<file path="src/rtl/sync_link_pkg.sv">
// Shared definitions for the serial sync-marker link.
// Holds the transmitter state encoding, the default marker constants that
// both the transmitter and the receive-side detectors use, and a small
// integer max helper for parameter arithmetic.
package sync_link_pkg;

    typedef enum logic [1:0] {
        IDLE = 2'd0,
        SYNC = 2'd1,
        DATA = 2'd2,
        GAP  = 2'd3
    } tx_state_t;

    localparam int         SYNC_W_DEFAULT       = 4;
    localparam logic [3:0] SYNC_PATTERN_DEFAULT = 4'b1011;

    function automatic int imax(input int a, input int b);
        return (a > b) ? a : b;
    endfunction

endpackage

</file>
<file path="src/rtl/bit_tick_gen.sv">
// Bit-period timer for the serial transmitter.
// Ports:
//   clk    - clock, rising edge
//   reset  - asynchronous, active-high
//   clear  - restart the bit period (asserted on word accept)
//   tick   - high on the last clk cycle of each bit period
// With CLKS_PER_BIT=1 the counter never leaves 0, so tick is constantly 1.
module bit_tick_gen #(
    parameter int CLKS_PER_BIT = 1
) (
    input  logic clk,
    input  logic reset,
    input  logic clear,
    output logic tick
);

    localparam int CW = (CLKS_PER_BIT > 1) ? $clog2(CLKS_PER_BIT) : 1;

    logic [CW-1:0] cnt;

    assign tick = (cnt == CW'(CLKS_PER_BIT - 1));

    always_ff @(posedge clk or posedge reset) begin
        if (reset)
            cnt <= '0;
        else if (clear || tick)
            cnt <= '0;
        else
            cnt <= cnt + CW'(1);
    end

endmodule

</file>
<file path="src/rtl/sync_pattern_tx.sv">
// Serial frame transmitter: sync marker, then payload MSB first, then an
// all-zero gap. Line idles at 0.
// Ports:
//   clk, reset  - clock (rising edge), asynchronous active-high reset
//   in_valid    - upstream word available
//   in_data     - payload word
//   in_ready    - high only in IDLE (combinational from state)
//   tx_bit      - serial line, registered
//   tx_active   - high while marker or payload bits are on the line
//   frame_done  - one-cycle pulse during the final cycle of the frame
module sync_pattern_tx
    import sync_link_pkg::*;
#(
    parameter int                SYNC_W       = SYNC_W_DEFAULT,
    parameter logic [SYNC_W-1:0] SYNC_PATTERN = SYNC_PATTERN_DEFAULT,
    parameter int                DATA_W       = 8,
    parameter int                CLKS_PER_BIT = 1,
    parameter int                GAP_BITS     = 2
) (
    input  logic              clk,
    input  logic              reset,
    input  logic              in_valid,
    input  logic [DATA_W-1:0] in_data,
    output logic              in_ready,
    output logic              tx_bit,
    output logic              tx_active,
    output logic              frame_done
);

    localparam int BW       = $clog2(imax(imax(SYNC_W, DATA_W), imax(GAP_BITS, 1)) + 1);
    localparam int F        = (SYNC_W + DATA_W + GAP_BITS) * CLKS_PER_BIT;
    localparam int FW       = $clog2(F + 1);
    localparam int GAP_LAST = (GAP_BITS > 0) ? GAP_BITS - 1 : 0;

    tx_state_t         state, state_n;
    logic [SYNC_W-1:0] sync_sr;
    logic [DATA_W-1:0] data_sr;
    logic [BW-1:0]     bit_cnt;
    logic [FW-1:0]     fcyc;    // cycle number within the current frame, 1..F
    logic              tick;
    logic              accept;

    assign in_ready = (state == IDLE);
    assign accept   = in_ready && in_valid;

    bit_tick_gen #(
        .CLKS_PER_BIT (CLKS_PER_BIT)
    ) u_tick (
        .clk   (clk),
        .reset (reset),
        .clear (accept),
        .tick  (tick)
    );

    always_ff @(posedge clk or posedge reset) begin
        if (reset)
            state <= IDLE;
        else
            state <= state_n;
    end

    always_comb begin
        state_n = state;
        case (state)
            IDLE: if (in_valid) state_n = SYNC;
            SYNC: if (tick && bit_cnt == BW'(SYNC_W - 1)) state_n = DATA;
            DATA: if (tick && bit_cnt == BW'(DATA_W - 1))
                      state_n = (GAP_BITS > 0) ? GAP : IDLE;
            GAP:  if (tick && bit_cnt == BW'(GAP_LAST)) state_n = IDLE;
            default: state_n = IDLE;
        endcase
    end

    // The line registers are loaded with the value of the bit that starts
    // at this edge, so the first marker bit appears right after accept.
    // frame_done is set one edge early from the frame cycle count so that it
    // is high during the final cycle rather than after it.
    always_ff @(posedge clk or posedge reset) begin
        if (reset) begin
            sync_sr    <= '0;
            data_sr    <= '0;
            bit_cnt    <= '0;
            fcyc       <= '0;
            tx_bit     <= 1'b0;
            tx_active  <= 1'b0;
            frame_done <= 1'b0;
        end else begin
            frame_done <= 1'b0;
            if (accept) begin
                sync_sr   <= SYNC_PATTERN << 1;
                data_sr   <= in_data;
                bit_cnt   <= '0;
                fcyc      <= FW'(1);
                tx_bit    <= SYNC_PATTERN[SYNC_W-1];
                tx_active <= 1'b1;
            end else if (state != IDLE) begin
                fcyc       <= fcyc + FW'(1);
                frame_done <= (fcyc == FW'(F - 1));
                if (tick) begin
                    bit_cnt <= (state_n != state) ? '0 : bit_cnt + BW'(1);
                    case (state)
                        SYNC: begin
                            if (state_n == DATA) begin
                                tx_bit  <= data_sr[DATA_W-1];
                                data_sr <= data_sr << 1;
                            end else begin
                                tx_bit  <= sync_sr[SYNC_W-1];
                                sync_sr <= sync_sr << 1;
                            end
                        end
                        DATA: begin
                            if (state_n == DATA) begin
                                tx_bit  <= data_sr[DATA_W-1];
                                data_sr <= data_sr << 1;
                            end else begin
                                tx_bit    <= 1'b0;
                                tx_active <= 1'b0;
                            end
                        end
                        default: tx_bit <= 1'b0;
                    endcase
                end
            end
        end
    end

endmodule

</file>
<file path="config.mk">
export PLATFORM = sky130hd
export DESIGN_NAME = sync_pattern_tx
export DESIGN_NICKNAME = d
export VERILOG_FILES = /design/src/rtl/sync_link_pkg.sv /design/src/rtl/bit_tick_gen.sv /design/src/rtl/sync_pattern_tx.sv
export SDC_FILE = /design/constraint.sdc
export NUM_CORES = 1
export LEC_CHECK = 0
export BUFFER_PORTS_ARGS = -buffer_cell sky130_fd_sc_hd__clkbuf_2
export CORE_MARGIN = 2
export CORE_UTILIZATION = 57
export DETAILED_ROUTE_END_ITERATION = 8
export GPL_TIMING_DRIVEN = 0
export PLACE_DENSITY = 0.76
export REMOVE_ABC_BUFFERS = 1
export SLEW_MARGIN = 5
export SYNTH_ARGS = -nofsm -noshare
export SYNTH_HDL_FRONTEND = slang
export SYNTH_SLANG_ARGS = --single-unit
</file>
<file path="constraint.sdc">
create_clock -name clk -period 2.42 [get_ports clk]
set_input_delay 0.484 -clock clk [delete_from_list [all_inputs] [get_ports clk]]
set_output_delay 0.484 -clock clk [all_outputs]
set_load 0.05 [all_outputs]
</file>
## Word level (Yosys, flattened, before mapping)

Index checks and enable logic that the tools add are counted.

| cells by class | value |
|---|---|
| add/sub/neg operators | 3 |
| $mul | 0 |
| div/mod/pow operators | 0 |
| order comparisons | 0 |
| equality and inequality tests | 11 |
| shift operators | 0 |
| muxes and demuxes | 35 |
| bitwise gates (word level) | 1 |
| reductions and logical operators | 17 |

Operators with widths:

| cell | number |
|---|---|
| $mux 4 | 11 |
| $mux 8 | 5 |
| $mux 1 | 13 |
| $reduce_and 4->1 | 3 |
| $reduce_bool 2->1 | 6 |
| $add 4x1->4 const B | 2 |
| $mux 2 | 4 |
| $pmux 2 s4 | 1 |
| $eq 2x2->1 const B | 3 |
| $eq 4x1->1 const B | 1 |
| $eq 4x2->1 const B | 1 |
| $eq 4x3->1 const B | 1 |
| $eq 4x4->1 const B | 1 |
| $logic_and 1x1->1 | 4 |
| $ne 2x1->1 const B | 2 |
| $eq 2x1->1 const B | 1 |
| $logic_not 2->1 | 1 |
| $ne 2x2->1 | 1 |
| $pmux 1 s2 | 1 |
| $reduce_and 2->1 | 1 |
| $reduce_or 2->1 | 1 |
| $add 1x1->1 const B | 1 |
| $logic_or 1x1->1 | 1 |
| $not 1->1 | 1 |

| storage, ports and cells | value |
|---|---|
| bits in registers | 26 |
| latch bits | 0 |
| memory bits (writable) | 0 |
| memory bits (read-only) | 0 |
| input bits | 11 |
| word-level logic and storage cells | 76 |
| memories kept | 0 |

## Logic depth before layout (Yosys ltp)

| logic depth | value |
|---|---|
| depth after elaboration | 10 |
| depth in mapped cells | 8 |

## By module

Synthesis repeated with hierarchy kept, for this count alone.

| unflattened totals | value |
|---|---|
| cells, all modules | 149 |
| area total of the unflattened synthesis | 1460.2 um^2 |

Modules (own cells, without submodules):

| module | instances | cells each | area an instance (um^2) | sequential area each (um^2) |
|---|---|---|---|---|
| sync_pattern_tx | 1 | 145 | 1423.9 | 600.6 |
| bit_tick_gen | 1 | 4 | 36.3 | 25.0 |

## Worst setup path before layout

Ideal clock, no wire load.

| timing path | value |
|---|---|
| kind | reg2reg |
| start | reg state[0] |
| end | reg data_sr[1] |
| library setup time | 0.125 ns |
| data arrival time | 2.451 ns |
| required time | 2.295 ns |
| path slack | -0.155 ns |
| stages on the path, launching flop included | 9 |
| path buffers | 1 |
| clock period less this slack | 2.575 ns |
| cells stage by stage | dfrtp_1 -> inv_1 -> ha_1 -> and2_1 -> clkbuf_1 -> a21oi_1 -> a31o_2 -> nor3_4 -> mux2_2 |

| on the way | value |
|---|---|
| word-level cells in the longest chain between the ends | 5 |
| elaborated cells between the ends (all ways) | 19 |
| classes of those cells | eq/ne (5); mux (6); reduce/logical (8) |

Ends and longest elaborated chain:

| item | line | RTL |
|---|---|---|
| from (decl) | sync_pattern_tx.sv:35 | `tx_state_t state, state_n;` |
| from (signal assigned) | sync_pattern_tx.sv:59 | `state <= state_n;` |
| $logic_not 2->1 (*) | sync_pattern_tx.sv:43 | `assign in_ready = (state == IDLE);` |
| net in_ready | sync_pattern_tx.sv:24 | `output logic in_ready,` |
| $pmux 2 s4 | sync_pattern_tx.sv:64 | `case (state)` |
| $eq 2x2->1 | sync_pattern_tx.sv:103, sync_pattern_tx.sv:112 |  |
| $reduce_bool 2->1 (no source line) | n/a |  |
| $reduce_and 4->1 (no source line) | n/a |  |
| to (signal assigned) | sync_pattern_tx.sv:91 | `data_sr <= in_data;` |
| to (signal assigned) | sync_pattern_tx.sv:105 | `data_sr <= data_sr << 1;` |
| to (signal assigned) | sync_pattern_tx.sv:114 | `data_sr <= data_sr << 1;` |
| to (decl) | sync_pattern_tx.sv:37 | `logic [DATA_W-1:0] data_sr;` |

The timed path passes the listed nets; every way through them passes the cells marked *.
A chain may end at the register's enable or synchronous reset.

## Final worst setup path

| timing path | value |
|---|---|
| start | reg state[1] |
| end | reg data_sr[2] |

| on the way | value |
|---|---|
| word-level cells in the longest chain between the ends | 5 |
| elaborated cells between the ends (all ways) | 19 |
| classes of those cells | eq/ne (5); mux (6); reduce/logical (8) |

Ends and longest elaborated chain:

| item | line |
|---|---|
| $eq 2x2->1, or another cell as far along | sync_pattern_tx.sv:64 |
| $pmux 2 s4 | sync_pattern_tx.sv:64 |
| $eq 2x2->1 | sync_pattern_tx.sv:103, sync_pattern_tx.sv:112 |
| $reduce_bool 2->1 (no source line) | n/a |
| $reduce_and 4->1 (no source line) | n/a |

Parallel ways exist; a longest one is shown, timed or not.

==> impl_metrics.ini <==
[drt]
viasPerCell = 5.73
drtIter0Drc = 18
drc = 0
vias = 1141
drt_first_pass_iters = 4
drt_wl_total_mm = 2.79
ant_nets = 0
routedWlPerCell_um = 14.0

[floorplan]
die_h_um = 54.3
fp.dieW_um = 54.3
start_util_pct = 59.3
coreArea_sq_mm = 0.00243
io_pins = 15
dieArea_sq_mm = 0.00295
rows = 18

[clocking]
path_clk_slew_ns = 0.13
cts.sinks = 25
insertion_delay_ns = 0.32
numCtsBuffers = 3
clock_path_buffers = 2
ctsHoldBuffers = 0
cts_root_buf = clkbuf_4
htreeDepth = 1
cts_tree = built

[synthesis]
synth_seq_area_share_pct = 43.4
yosys_warnings = 0
synth_area_sq_mm = 0.00144
synth_seq_cells = 25
syn_inst = 149
synth_compound_area_share_pct = 16.1
yosys.area_share.adder_pct = 6.94
synth_xor_area_share_pct = 0.608
synthSimpleGateAreaFrac_pct = 20.7
ys_types = 43
synth_top_family_by_area = simple AND/OR/NAND/NOR gates
synthMuxAreaShare_pct = 7.90
synth.avg_cell_area_sq_um = 9.67
synth_edf_count = 0
synth_ff_type = dfrtp_1
synthArstFlopShare_pct = 100

[layout]
num-fill-cells = 196
final_cell_area_sq_mm = 0.00164
nNetsFinal = 189
antenna_cells = 0
postLayoutCoreUtil_pct = 67.4
area_growth_pct = 13.7
drive_gt1_share_pct = 27.2

[global_route]
grt.busiest_layer = met2
grt_max_degree = 26
track_usage_pct = 21.7
grt_util_met1_pct = 28.0
antenna_found_initial = 0
grt_pass1_vias = 1086
met3_usage_pct = 4.37
grt_pass1_wl_mm = 4.59
grt-ovfl-total = 0
met2_usage_pct = 36.5

[critical_path]
criticalPathCategory = reg -> reg
critPathRequiredTime_ns = 2.63
crit_fanout = 16
slowest_stage = dfrtp_1
startpoint_type = register
cp_cell_sequence = inv_1 > ha_4 > and2_4 > a21oi_1 > a31o_2 > nor3_4 > buf_12 > mux2_2
slowest_delay_ns = 0.49
reg2reg_setup_slack_ns = 0.09
arrival_ns = 2.54
endpoint_kind = register

[power]
power.leakage_nw = 0.798
ir_worst_vdd_v = 0.000837
switching_share_pct = 44.2
p_int_w = 0.00124
seqPwrFrac_pct = 32.8
power.switching_w = 0.000978
p_comb_share_pct = 58.8
power_density_mw_per_mm2 = 1350
p_clk_share_pct = 8.3

[flow_run]
maxCapViolCount = 0

[placed_design]
gp_congestion = 0.898
postPlaceCellArea_sq_mm = 0.00153
dp_hpwl_mm = 1.90
port_buffers = 14

[sta]
tightest_slew_ns = 0.930
fin_skew_ns = 0.00517
relSlewSlack_pct = 37.9
setup_violations = 0
fmax_ghz = 0.430
final_hold_viol_count = 0
period_share_pct = 96.1
maxSlewViolCount = 0
finalCriticalPeriod_ns = 2.33

[hold_path]
hold_class = in -> async

[status]
status = completed
-- cells by family after synthesis --
kind of cell	after synthesis
other cells	1
fa+ha+maj	8
buf+inv	14
compound gates	30
xor+xnor	1
flops	25
simple gates	60
mux	10
-- sequential cells by signal, indices dropped and copies added (netlist names) --
register    count
bit_cnt         4
data_sr         8
fcyc            4
frame_done      1
state           2
sync_sr         3
tx_active       1
tx_bit          1
u_tick.cnt      1
-- area by class of cell --
type                    count  area, sq um  area share (%)
clock buffers               4         26.3            1.60
repair buffers             20          128            7.79
well taps                  30         37.5            2.29
multi-input cells         110          785            47.9
flip-flops and latches     25          626            38.2
inverters                  10         37.5            2.29
-- power by group through the flow --
| stage | logic (W) | clock network [W] | registers (W) |
|---|---|---|---|
| final | 0.00130 | 0.000185 | 0.000727 |
| after global routing | 0.00145 | 0.000202 | 0.000752 |
| after CTS | 0.00117 | 0.000188 | 0.000722 |
| after detailed placement | 0.00111 | 0 | 0.000731 |
| after global placement | 0.00108 | 0 | 0.000720 |
| after floorplan | 0.000864 | 0 | 0.000750 |
-- repair_timing --
item / in CTS / in global routing
endpoints found under the setup margin: 13 / 7
pin swaps: 0 / 1
resized for setup: 5 / 2
buffers inserted: 0 / 6
-- cells in the final DEF (no fill, tap or decap), types with 2 or more instances in the layout --
| cell | n |
|---|---|
| a21oi_1 | 3 |
| a31oi_1 | 2 |
| and3_1 | 2 |
| buf_4 | 5 |
| clkbuf_2 | 14 |
| clkbuf_4 | 3 |
| dfrtp_1 | 25 |
| ha_1 | 7 |
| inv_1 | 10 |
| mux2_2 | 7 |
| mux2i_1 | 2 |
| nand2_1 | 31 |
| nand3_1 | 5 |
| nor2_1 | 9 |
| nor2b_1 | 2 |
| o2111ai_1 | 3 |
| o21ai_0 | 7 |
| o22ai_1 | 2 |
-- critical path, delay by kind of cell (launching register included) --
kind | cells | cell delay [ns]
muxes | 1 | 0.33
DFF | 1 | 0.49
and+or+nand+nor | 2 | 0.49
adders and majority gates | 1 | 0.26
buffers and inverters | 2 | 0.34
AOI/OAI and AO/OA | 2 | 0.31
-- stage by stage --
stage / worst slack, ns / std cells / total power [W] / TNS (ns) / hold slack [ns]
final: 0.0944 / 199 / 0.00221 / 0 / 0.329
after detailed placement: -0.466 / 189 / 0.00184 / -4.20 / 0.467
after global routing: -0.0511 / 199 / 0.00241 / -0.0511 / 0.354
after global placement: -0.419 / 189 / 0.00180 / -3.60 / 0.457
after CTS: 0.0707 / 193 / 0.00208 / 0 / 0.356
after floorplan: -0.394 / 145 / 0.00161 / -3.29 / 0.438
-- synth_stat cells (2+ instances only) --
cell        n  area share [%]
mux2_2      7             5.5
and3_1      2            0.87
nand3_1     5             1.7
nor2_1     10             2.6
o2111ai_1   3             1.8
a21oi_1     3             1.0
dfrtp_1    25              43
mux2i_1     2             1.4
nor2b_1     2            0.87
ha_1        8             6.9
o22ai_1     2            0.87
inv_1      10             2.6
nand2_1    31             8.1
clkbuf_1    3            0.78
a31oi_1     2            0.87
o21ai_0     7             2.4
-- layer usage --
metal  vias to the layer above  share of wire [%]
met5                         -                  0
met4                         0               0.68
met3                         2                2.8
met2                        20                 51
met1                       556                 46
li1                        563                  -
-- path summary, 6_finish.rpt --
kind,start,endpoint,depth (start not counted)
max,state[1]$_DFF_PP0_,data_sr[2]$_DFFE_PP0P_,8
min reg2reg,fcyc[3]$_DFFE_PP0P_,fcyc[3]$_DFFE_PP0P_,1
min in group clk,in_data[0],data_sr[0]$_DFFE_PP0P_,3
min,reset,sync_sr[1]$_DFFE_PP0P_,2
max in group asynchronous,reset,bit_cnt[1]$_DFFE_PP0P_,2
max reg2reg,state[1]$_DFF_PP0_,data_sr[2]$_DFFE_PP0P_,8
Note: power is estimated with default switching activity, not from simulation.
